<file path="src/rtl/tetris_game_sequencer.sv">
// Frame-level scheduler for the Tetris datapath: input, gravity, lock, line clear,
// spawn and game-over, driving the datapath blocks through req/ack handshakes.
module tetris_game_sequencer #(
  parameter int unsigned GRAV_INIT       = 48,
  parameter int unsigned GRAV_MIN        = 4,
  parameter int unsigned GRAV_STEP       = 4,
  parameter int unsigned REPEAT_DELAY    = 10,
  parameter int unsigned REPEAT_RATE     = 3,
  parameter int unsigned LINES_PER_LEVEL = 10
) (
  input  logic        clk,
  input  logic        reset,
  input  logic        vsync,
  input  logic [7:0]  keycode,
  output logic        move_req,
  output logic [1:0]  move_dir,
  input  logic        move_ack,
  input  logic        move_blocked,
  output logic        lock_req,
  input  logic        lock_done,
  output logic        clear_start,
  input  logic        clear_done,
  input  logic [2:0]  lines_cleared,
  output logic        spawn_req,
  input  logic        spawn_ack,
  input  logic        spawn_blocked,
  output logic        game_over,
  output logic [3:0]  level,
  output logic [15:0] lines_total
);

  typedef enum logic [3:0] {
    S_IDLE,
    S_SPAWN,
    S_WAIT_FRAME,
    S_INPUT,
    S_GRAVITY,
    S_GRAV_MOVE,
    S_LOCK,
    S_CLEAR,
    S_OVER
  } state_t;

  localparam logic [7:0]  KEY_LEFT   = 8'h04;
  localparam logic [7:0]  KEY_RIGHT  = 8'h07;
  localparam logic [7:0]  KEY_ROTATE = 8'h1A;
  localparam logic [7:0]  KEY_DROP   = 8'h16;

  localparam logic [1:0]  DIR_LEFT   = 2'd0;
  localparam logic [1:0]  DIR_RIGHT  = 2'd1;
  localparam logic [1:0]  DIR_ROTATE = 2'd2;
  localparam logic [1:0]  DIR_DOWN   = 2'd3;

  localparam logic [15:0] LP_GRAV_INIT  = 16'(GRAV_INIT);
  localparam logic [15:0] LP_GRAV_MIN   = 16'(GRAV_MIN);
  localparam logic [15:0] LP_GRAV_STEP  = 16'(GRAV_STEP);
  localparam logic [7:0]  LP_REP_DELAY  = 8'(REPEAT_DELAY - 1);
  localparam logic [7:0]  LP_REP_RATE   = 8'(REPEAT_RATE - 1);
  localparam logic [7:0]  LP_LINES_LVL  = 8'(LINES_PER_LEVEL);

  state_t      r_state;
  logic        r_vsync_d;
  logic [15:0] r_grav_cnt;
  logic [7:0]  r_repeat_cnt;
  logic [7:0]  r_key_prev;
  logic [7:0]  r_lines_in_level;
  logic        r_move_req;
  logic [1:0]  r_move_dir;
  logic        r_lock_req;
  logic        r_clear_start;
  logic        r_spawn_req;
  logic        r_game_over;
  logic [3:0]  r_level;
  logic [15:0] r_lines_total;

  logic        w_tick;
  logic        w_is_lr;
  logic        w_is_rot;
  logic        w_new_press;
  logic        w_held;
  logic        w_repeat_fire;
  logic        w_key_pending;
  logic [1:0]  w_key_dir;
  logic [15:0] w_grav_reduce;
  logic [15:0] w_grav_floor;
  logic [15:0] w_period;
  logic        w_grav_due;
  logic [16:0] w_lines_sum;
  logic [7:0]  w_lvl_sum;

  assign w_tick = vsync & ~r_vsync_d;

  // Key classification: only left/right auto-repeat; rotate fires on a new press only.
  assign w_is_lr       = (keycode == KEY_LEFT) || (keycode == KEY_RIGHT);
  assign w_is_rot      = (keycode == KEY_ROTATE);
  assign w_new_press   = (keycode != r_key_prev) && (w_is_lr || w_is_rot);
  assign w_held        = (keycode == r_key_prev) && w_is_lr;
  assign w_repeat_fire = w_held && (r_repeat_cnt == '0);
  assign w_key_pending = w_new_press || w_repeat_fire;

  always_comb begin
    w_key_dir = DIR_ROTATE;
    if (keycode == KEY_LEFT)       w_key_dir = DIR_LEFT;
    else if (keycode == KEY_RIGHT) w_key_dir = DIR_RIGHT;
  end

  // Gravity period floors at GRAV_MIN; the comparison avoids unsigned wrap at high levels.
  assign w_grav_reduce = LP_GRAV_STEP * {12'd0, r_level};
  assign w_grav_floor  = w_grav_reduce + LP_GRAV_MIN;

  always_comb begin
    w_period = LP_GRAV_MIN;
    if (keycode == KEY_DROP)              w_period = 16'd1;
    else if (LP_GRAV_INIT >= w_grav_floor) w_period = LP_GRAV_INIT - w_grav_reduce;
  end

  assign w_grav_due  = (r_grav_cnt + 16'd1) >= w_period;
  assign w_lines_sum = {1'b0, r_lines_total} + {14'd0, lines_cleared};
  assign w_lvl_sum   = r_lines_in_level + {5'd0, lines_cleared};

  always_ff @(posedge clk) begin
    if (reset) begin
      r_state          <= S_IDLE;
      r_vsync_d        <= 1'b0;
      r_grav_cnt       <= '0;
      r_repeat_cnt     <= '0;
      r_key_prev       <= '0;
      r_lines_in_level <= '0;
      r_move_req       <= 1'b0;
      r_move_dir       <= '0;
      r_lock_req       <= 1'b0;
      r_clear_start    <= 1'b0;
      r_spawn_req      <= 1'b0;
      r_game_over      <= 1'b0;
      r_level          <= '0;
      r_lines_total    <= '0;
    end else begin
      r_vsync_d     <= vsync;
      r_clear_start <= 1'b0;

      case (r_state)
        S_IDLE: begin
          if (w_tick) begin
            r_state     <= S_SPAWN;
            r_spawn_req <= 1'b1;
          end
        end

        S_SPAWN: begin
          if (spawn_ack) begin
            r_spawn_req <= 1'b0;
            if (spawn_blocked) begin
              r_state     <= S_OVER;
              r_game_over <= 1'b1;
            end else begin
              r_state    <= S_WAIT_FRAME;
              r_grav_cnt <= '0;
            end
          end
        end

        S_WAIT_FRAME: begin
          if (w_tick) begin
            r_key_prev <= keycode;
            if (w_new_press)        r_repeat_cnt <= LP_REP_DELAY;
            else if (w_repeat_fire) r_repeat_cnt <= LP_REP_RATE;
            else if (w_held)        r_repeat_cnt <= r_repeat_cnt - 8'd1;

            // With nothing to move, INPUT is bypassed straight to gravity evaluation.
            if (w_key_pending) begin
              r_state    <= S_INPUT;
              r_move_req <= 1'b1;
              r_move_dir <= w_key_dir;
            end else begin
              r_state <= S_GRAVITY;
            end
          end
        end

        S_INPUT: begin
          if (move_ack) begin
            r_move_req <= 1'b0;
            r_state    <= S_GRAVITY;
          end
        end

        S_GRAVITY: begin
          if (w_grav_due) begin
            r_grav_cnt <= '0;
            r_move_req <= 1'b1;
            r_move_dir <= DIR_DOWN;
            r_state    <= S_GRAV_MOVE;
          end else begin
            r_grav_cnt <= r_grav_cnt + 16'd1;
            r_state    <= S_WAIT_FRAME;
          end
        end

        S_GRAV_MOVE: begin
          if (move_ack) begin
            r_move_req <= 1'b0;
            if (move_blocked) begin
              r_state    <= S_LOCK;
              r_lock_req <= 1'b1;
            end else begin
              r_state <= S_WAIT_FRAME;
            end
          end
        end

        S_LOCK: begin
          if (lock_done) begin
            r_lock_req    <= 1'b0;
            r_clear_start <= 1'b1;
            r_state       <= S_CLEAR;
          end
        end

        S_CLEAR: begin
          if (clear_done) begin
            r_lines_total <= w_lines_sum[16] ? '1 : w_lines_sum[15:0];
            if (w_lvl_sum >= LP_LINES_LVL) begin
              r_lines_in_level <= w_lvl_sum - LP_LINES_LVL;
              if (r_level != 4'hF) r_level <= r_level + 4'd1;
            end else begin
              r_lines_in_level <= w_lvl_sum;
            end
            r_state     <= S_SPAWN;
            r_spawn_req <= 1'b1;
          end
        end

        S_OVER: begin
          r_state <= S_OVER;
        end

        default: begin
          r_state <= S_IDLE;
        end
      endcase
    end
  end

  assign move_req    = r_move_req;
  assign move_dir    = r_move_dir;
  assign lock_req    = r_lock_req;
  assign clear_start = r_clear_start;
  assign spawn_req   = r_spawn_req;
  assign game_over   = r_game_over;
  assign level       = r_level;
  assign lines_total = r_lines_total;

endmodule
</file>
<file path="config.mk">
export PLATFORM = sky130hd
export DESIGN_NAME = tetris_game_sequencer
export DESIGN_NICKNAME = d
export VERILOG_FILES = /design/src/rtl/tetris_game_sequencer.sv
export SDC_FILE = /design/constraint.sdc
export NUM_CORES = 1
export LEC_CHECK = 0
export BUFFER_PORTS_ARGS = -buffer_cell sky130_fd_sc_hd__buf_4
export CAP_MARGIN = 15
export CORE_ASPECT_RATIO = 0.6
export CORE_MARGIN = 2
export CORE_UTILIZATION = 60
export DETAILED_ROUTE_END_ITERATION = 12
export HOLD_SLACK_MARGIN = 0.06
export PLACE_DENSITY = 0.88
export SLEW_MARGIN = 20
export SYNTH_ARGS = -nofsm -noshare
export SYNTH_HDL_FRONTEND = slang
export SYNTH_SLANG_ARGS = --single-unit
</file>
<file path="constraint.sdc">
create_clock -name clk -period 4.1 [get_ports clk]
set_clock_uncertainty 0.2 [all_clocks]
set_input_delay 0.82 -clock clk [delete_from_list [all_inputs] [get_ports clk]]
set_output_delay 0.82 -clock clk [all_outputs]
set_load 0.005 [all_outputs]
</file>
==> impl_metrics.ini, run 1 <==
[grt]
grt_pass1_vias = 4182
grt_max_degree = 69
antenna_found_initial = 0
grt_overflow = 0
grt_use_total_pct = 29.8
grt_pass1_wl_mm = 20.3

[cells_and_area]
drive_above_1_share_pct = 13.7
instances_no_fill = 726
syn_to_final_growth_pct = 15.5
nets = 665
fill_cells = 544
diodes = 0

[clocking]
root_buffer = clkbuf_16
postCtsSetupBuffers = 0
post_cts_resized = 0
clkLatencyLatePin_ns = 0.34
clk_path_buf_depth = 2
numCtsBuffers = 9
path_clk_slew_ns = 0.05
cts_tree = yes
htreeDepth = 3
hold_buffers = 0
cts_sinks = 72

[worst_hold_path]
hold_path_class = reg -> reg
holdPathStages = 2

[run_status]
status = completed

[detailed_routing]
vias_per_cell = 6.26
antenna_left = 0
drt-initial-drc-count = 570
wire_per_inst_um = 17.1
vias = 4542
drc_errors = 0
wl_mm = 12.4
firstDrtPassIters = 5

[run]
drv_cap = 0

[place]
gp_congestion = 0.982
place_ws_ns = 0.220
placed_cells = 710
place_hpwl_mm = 8.94
io_buffer_count = 46

[yosys]
ys.flop_type = dfxtp_1
synth_top_area_share_pct = 30.8
ys_async_sr_fraction_pct = 0
yosysWarningCount = 0
synth_area_um2 = 4680
avgSynthCellArea_um2 = 8.14
ys_ff_latch = 72
synth-seq-area-share_pct = 30.8
ys_top_cells_by_area = dfxtp_1 (31%), ha_1 (6.9%), a21oi_1 (6.0%)
postSynthCellCount = 575
yosys.area.top_type = dfxtp_1
synthTopCellsByCount = dfxtp_1 (72), a21oi_1 (56), nor2_1 (51)
synth_edf_count = 0
synthMostInstantiatedCell = dfxtp_1
synth.distinct_cells = 69

[timing]
worst_pin_slew_ns = 0.914
holdWs_ns = 0.268
fin_crit_ns = 3.58
setup_slack_ns = 0.517
setup_viol_count_final = 0
hold_viol = 0
rsz0062_at_grt = no
finalMaxSlewViolations = 0
min_period_over_period_pct = 87.4
relSlewSlack_pct = 39.0
fmax_mhz = 279
tns_ns = 0

[power]
ir_drop_mv = 0.296
p_per_area_nw_per_um2 = 332
power_mw = 1.80
leakagePower_nw = 2.06

[setup_path]
rr_worst_depth = 13
critPathLaunchType = input pin
endpoint_kind = flop
crit_type = in -> reg
cp_max_fo = 22
worst_ep_arrival_time_ns = 3.63
worstPathRequired_ns = 4.15

[floorplan]
die_x_um = 118
core_area_um2 = 7420
die_h_um = 72.4
rows = 24
start_util_pct = 63.1
io_pins = 47
die_area_um2 = 8550
state kept, by name (all words and copies together), names as in the netlist:
register,flops
r_key_prev,8
clear_start,1
spawn_req,1
lines_total,16
lock_req,1
r_state,4
r_vsync_d,1
game_over,1
move_dir,2
move_req,1
r_repeat_cnt,8
r_grav_cnt,16
level,4
r_lines_in_level,8
cell usage in the layout, fill, tap and decap left out, drive strengths merged, types with 18 or more instances in the layout:
cell type	Yosys	routed
buf	7	51
nand2	41	41
xnor2	32	32
nand3	34	34
a21oi	61	61
inv	18	18
nor3	19	19
dfxtp	72	72
ha	26	26
nor2	52	52
report_power, final:
part / switching (mW) / total, mW / internal, mW
sequential: 0.0370 / 0.755 / 0.718
clock: 0.279 / 0.781 / 0.502
combinational: 0.155 / 0.261 / 0.106
total: 0.471 / 1.80 / 1.33
per-layer routing:
layer | vias up | track usage (%) | routed length (um)
li1 | 2164 | - | -
met1 | 2142 | 40.3 | 5610
met2 | 209 | 47.4 | 5570
met3 | 27 | 7.39 | 980
met4 | 0 | 9.50 | 220
met5 | - | 0 | 0
path summary, 6_finish.rpt:
path	startpoint	end	slack, ns
max	keycode[0]	r_grav_cnt[12]	0.52
min	r_key_prev[1]	r_key_prev[1]	0.27
max reg2reg	r_grav_cnt[0]	r_grav_cnt[12]	0.53
min reg2reg	r_key_prev[1]	r_key_prev[1]	0.27
layout make-up:
type	count	area, um^2	share of cell area, %
Clock buffer	13	260	4.81
Inverter	18	67.6	1.25
Timing Repair Buffer	51	395	7.31
Clock inverter	3	40.0	0.740
Multi-Input combinational cell	465	3070	56.8
Sequential cell	72	1440	26.6
Tap cell	104	130	2.41
critical path, cell delays in order:
cell	delay [ns]
buf_4	0.14
nor4bb_1	0.33
nand3_1	0.25
inv_1	0.11
ha_1	0.22
or3b_1	0.38
a221oi_1	0.27
o21ai_1	0.12
a21oi_1	0.18
and2_1	0.24
buf_12	0.18
a41oi_1	0.12
a311oi_1	0.24
per-stage QoR:
stage	instance area, um^2	util, %
after global routing	5410	72.9
after floorplan	4720	-
after global placement	5110	68.9
after detailed placement	5110	68.9
final	5410	72.9
after CTS	5410	72.9
logic make-up (layout without fill, tap and decap cells):
| family | after synthesis | count (layout) | share of synthesized area (%) |
|---|---|---|---|
| XOR/XNOR | 47 | 47 | 8.95 |
| AND/OR/NAND/NOR | 225 | 225 | 25.5 |
| adder cells (fa/ha/maj) | 28 | 28 | 7.80 |
| other | 1 | 10 | 0.0801 |
| flip-flops | 72 | 72 | 30.8 |
| multiplexers | 6 | 6 | 1.31 |
| AO/OA/AOI/OAI | 149 | 149 | 21.2 |
| buffers and inverters | 47 | 85 | 4.28 |
No activity file was read; power rests on OpenSTA's default activity.
==> run 2, diff against run 1 <==
BUFFER_PORTS_ARGS = unset   (was -buffer_cell sky130_fd_sc_hd__buf_4)
CAP_MARGIN = 20   (was 15)
DONT_BUFFER_PORTS = 1   (was unset)
PLACE_DENSITY = 0.83   (was 0.88)
==> impl_metrics.ini, run 2 (same netlist as run 1, synthesis figures left out) <==
[clocking]
post_cts_resized = 0
clk_path_buf_depth = 2
clkLatencyLatePin_ns = 0.34
numCtsBuffers = 9
htreeDepth = 3
cts_tree = yes
hold_buffers = 0
path_clk_slew_ns = 0.06
cts_sinks = 72
root_buffer = clkbuf_16
postCtsSetupBuffers = 0

[timing]
rsz0062_at_grt = no
tns_ns = 0
holdWs_ns = 0.255
setup_viol_count_final = 0
fin_crit_ns = 3.55
setup_slack_ns = 0.550
relSlewSlack_pct = 35.5
finalMaxSlewViolations = 0
min_period_over_period_pct = 86.6
hold_viol = 0
fmax_mhz = 282
worst_pin_slew_ns = 0.967

[detailed_routing]
wl_mm = 11.5
wire_per_inst_um = 16.8
vias = 4324
vias_per_cell = 6.34
drt-initial-drc-count = 613
drc_errors = 0
firstDrtPassIters = 5
antenna_left = 0

[grt]
antenna_found_initial = 0
busiest_layer = met2
grt_max_degree = 69
grt_use_met1_pct = 37.4
grt_pass1_wl_mm = 18.7
grtUsageMet3_pct = 7.08
grt_overflow = 0
grt_pass1_vias = 3819
grt_use_total_pct = 27.3
met2_usage_pct = 42.3

[floorplan]
die_x_um = 118
io_pins = 47
start_util_pct = 63.1
die_h_um = 72.4
rows = 24
core_area_um2 = 7420
die_area_um2 = 8550

[setup_path]
path_buf_inv = 1
worstPathRequired_ns = 4.11
critPathLaunchType = flop
worst_ep_arrival_time_ns = 3.56
cp_common_cell = ha_1
crit_type = reg -> reg
path_delay_family = simple AND/OR/NAND/NOR gates
slowest_delay_ns = 0.44
endpoint_kind = flop
path_cells = ha_1 -> nand3_1 -> nor2_1 -> and3_1 -> xor2_1 -> ha_1 -> nand4_1 -> nor3_1 -> a21oi_1 -> and2_1 -> buf_4 -> a211oi_1 -> o22ai_1
cp_slowest_cell = dfxtp_1
cp_max_fo = 13

[cells_and_area]
drive_above_1_share_pct = 7.27
final_common_cell = dfxtp_1
nets = 621
layout_common_cells = dfxtp_1 (72), a21oi_1 (56), nor2_1 (51), nand2_1 (41), nand3_1 (34)
final_area_um2 = 5050
instances_no_fill = 682
syn_to_final_growth_pct = 7.88
diodes = 0

[place]
place_area_um2 = 4770
io_buffer_count = 0
placed_cells = 666
gp_congestion = 0.858
place_hpwl_mm = 8.26
place_ws_ns = 0.453

[run_status]
status = completed

[power]
p_per_area_nw_per_um2 = 339
ir_drop_mv = 0.193
leakagePower_nw = 1.81

[worst_hold_path]
hold_path_class = reg -> reg

[run]
drv_cap = 0
## run 2: cell types whose count changed in the layout (fill, tap and decap cells not counted), sizes merged
cell / before / now
clkinvlp: 0 / 2
bufinv: 1 / 0
buf: 51 / 7
clkbuf: 13 / 12
## run 2: per-layer routing
| metal | wire [um] | up-vias |
|---|---|---|
| li1 | - | 2083 |
| met1 | 5230 | 2018 |
| met2 | 5050 | 201 |
| met3 | 995 | 22 |
| met4 | 207 | 0 |
| met5 | 0 | - |
## run 2: final timing paths
check | startpoint | to | slack (ns) | cells past startpoint
worst max register to register | r_grav_cnt[0] | move_req | 0.55 | 13
worst max-delay path | r_grav_cnt[0] | move_req | 0.55 | 13
worst min register to register | r_lines_in_level[0] | r_lines_in_level[0] | 0.26 | 2
worst min-delay path | r_lines_in_level[0] | r_lines_in_level[0] | 0.26 | 2
## run 2: cell type report
type	instances	area, um^2
clock buffer	12	256
clock inverter	4	28.8
fill	597	2370
inverter	18	67.6
multi-input combinational	465	3070
sequential	72	1440
tap	104	130
timing repair buffer	7	52.6
## run 2: worst register-to-register path: cells and delay by family, from the launching register on
| family | cells | cell delay [ns] |
|---|---|---|
| and+or+nand+nor | 6 | 1.37 |
| adders and majority gates | 2 | 0.62 |
| AOI/OAI and AO/OA | 3 | 0.52 |
| DFF | 1 | 0.44 |
| buffers and inverters | 1 | 0.19 |
| xor gates and xnor gates | 1 | 0.09 |
## run 2: power by group
group	internal, mW	switching [mW]	total (mW)
Combinational	0.0873	0.126	0.213
Sequential	0.718	0.0376	0.755
Clock	0.442	0.300	0.742
Total	1.25	0.463	1.71
## run 2: stage by stage
| stage | total power, mW | utilization (%) |
|---|---|---|
| final | 1.71 | 68.1 |
| after global routing | 1.77 | 68.1 |
| after CTS | 1.71 | 68.1 |
| after detailed placement | 0.975 | 64.3 |
| after global placement | 0.965 | 64.3 |
| after floorplan | 0.939 | - |
==> run 3, diff against run 2 <==
CTS_BUF_LIST = sky130_fd_sc_hd__clkbuf_8   (was unset)
clock period = 4 ns   (was 4.1 ns; I/O delays follow)
==> impl_metrics.ini, run 3 (same netlist as run 1, synthesis figures left out) <==
[detailed_routing]
vias_per_cell = 6.33
drt-initial-drc-count = 500
antenna_left = 0
drc_errors = 0
firstDrtPassIters = 5
wl_mm = 11.4
wire_per_inst_um = 16.7
vias = 4309

[setup_path]
worstPathRequired_ns = 4.08
timing.rr.end = r_state[0]
cp_max_fo = 6
r2r_slack_ns = 0.38
crit_type = reg -> reg
setup.worst_path.end = r_state[0]
worst_ep_arrival_time_ns = 3.71
endpoint_kind = flop
worstReg2RegStart = r_grav_cnt[0]
critPathLaunchType = flop
worstSetupStartpoint = r_grav_cnt[0]
rr_worst_depth = 12

[floorplan]
start_util_pct = 63.1
io_pins = 47
die_x_um = 118
rows = 24
die_h_um = 72.4
die_area_um2 = 8550
core_area_um2 = 7420

[place]
io_buffer_count = 0
place_hpwl_mm = 8.38
placed_cells = 666
gp_congestion = 0.858
place_ws_ns = 0.288

[run]
drv_cap = 0

[timing]
relSlewSlack_pct = 40.3
rsz0062_at_grt = no
fin_crit_ns = 3.62
hold_viol = 0
fmax_mhz = 276
worst_pin_slew_ns = 0.896
tns_ns = 0
min_period_over_period_pct = 90.5
setup_viol_count_final = 0
setup_slack_ns = 0.380
finalMaxSlewViolations = 0

[clocking]
clk_path_buf_depth = 2
hold_buffers = 0
path_clk_slew_ns = 0.08
cts_tree = yes
root_buffer = clkbuf_8
htreeDepth = 3
post_cts_resized = 0
clkLatencyLatePin_ns = 0.37
numCtsBuffers = 9
postCtsSetupBuffers = 0
cts_sinks = 72

[cells_and_area]
diodes = 0
drive_above_1_share_pct = 7.28
utilization_pct = 66.9
final_common_cell = dfxtp_1
instances_no_fill = 681
syn_to_final_growth_pct = 5.96
nets = 621
layout_common_cells = dfxtp_1 (72), a21oi_1 (56), nor2_1 (51), nand2_1 (41), nand3_1 (34)

[grt]
grt_overflow = 0
antenna_found_initial = 0
grt_use_total_pct = 27.6
grt_max_degree = 69
grt_pass1_vias = 3945
grt_pass1_wl_mm = 18.9

[worst_hold_path]
hold_path_class = reg -> reg

[power]
ir_drop_mv = 0.174
p_per_area_nw_per_um2 = 318
leakagePower_nw = 1.78

[run_status]
status = completed
## run 3: cell types whose count changed in the layout (fill, tap and decap cells not counted)
cell	before	now
clkbuf_8	2	10
clkbuf_16	9	0
clkinv_2	1	2
bufinv_16	0	1
clkinvlp_4	2	0
clkinv_4	1	2
clkbuf_1	1	0
## run 3: through the flow
| step | total power, mW | hold WS [ns] | cell area, um^2 |
|---|---|---|---|
| after global routing | 1.64 | 0.275 | 4960 |
| after CTS | 1.58 | 0.266 | 4960 |
| after floorplan | 0.963 | 0.240 | 4720 |
| after detailed placement | 1.00 | 0.255 | 4770 |
| after global placement | 0.988 | 0.241 | 4770 |
| final | 1.58 | 0.260 | 4960 |
## run 3: how the worst min path moves through the flow
stage / start / end / slack (ns) / depth (start not counted)
after detailed placement: r_lines_in_level[0] / r_lines_in_level[0] / 0.26 / 2
after floorplan: r_lines_in_level[0] / r_lines_in_level[0] / 0.24 / 2
after global placement: r_lines_in_level[0] / r_lines_in_level[0] / 0.24 / 2
after global routing: reset / r_key_prev[0] / 0.27 / 1
after CTS: r_lines_in_level[0] / r_lines_in_level[0] / 0.27 / 2
final: r_lines_in_level[0] / r_lines_in_level[0] / 0.26 / 2
## run 3: area by class of cell
type	instances	area [um^2]
inverter	18	67.6
multi-input combinational	465	3070
clock buffer	10	138
sequential	72	1440
clock inverter	5	57.6
tap	104	130
timing repair buffer	7	52.6
fill	618	2460
## run 3: worst max-delay path, stage by stage (launching register included)
cell      delay [ns]
dfxtp_1         0.46
ha_1            0.32
nand3_1         0.22
nor2_1          0.35
and3_1          0.28
xor2_1          0.08
ha_1            0.31
nand4_1         0.13
nor3_1          0.28
a21oi_1         0.13
nor2b_1         0.43
a211oi_1        0.11
a211oi_1        0.25
## run 3: per-layer routing
| layer | share of wire [%] | vias to the layer above | global-route usage [%] |
|---|---|---|---|
| li1 | - | 2073 | - |
| met1 | 46 | 2019 | 36.9 |
| met2 | 43 | 189 | 41.5 |
| met3 | 9.7 | 28 | 9.36 |
| met4 | 2.0 | 0 | 10.6 |
| met5 | 0 | - | 0 |
## run 3: power by group
part / total [mW] / switching (mW) / internal, mW
clock: 0.586 / 0.285 / 0.301
combinational: 0.217 / 0.128 / 0.0889
sequential: 0.773 / 0.0388 / 0.734
total: 1.58 / 0.451 / 1.12
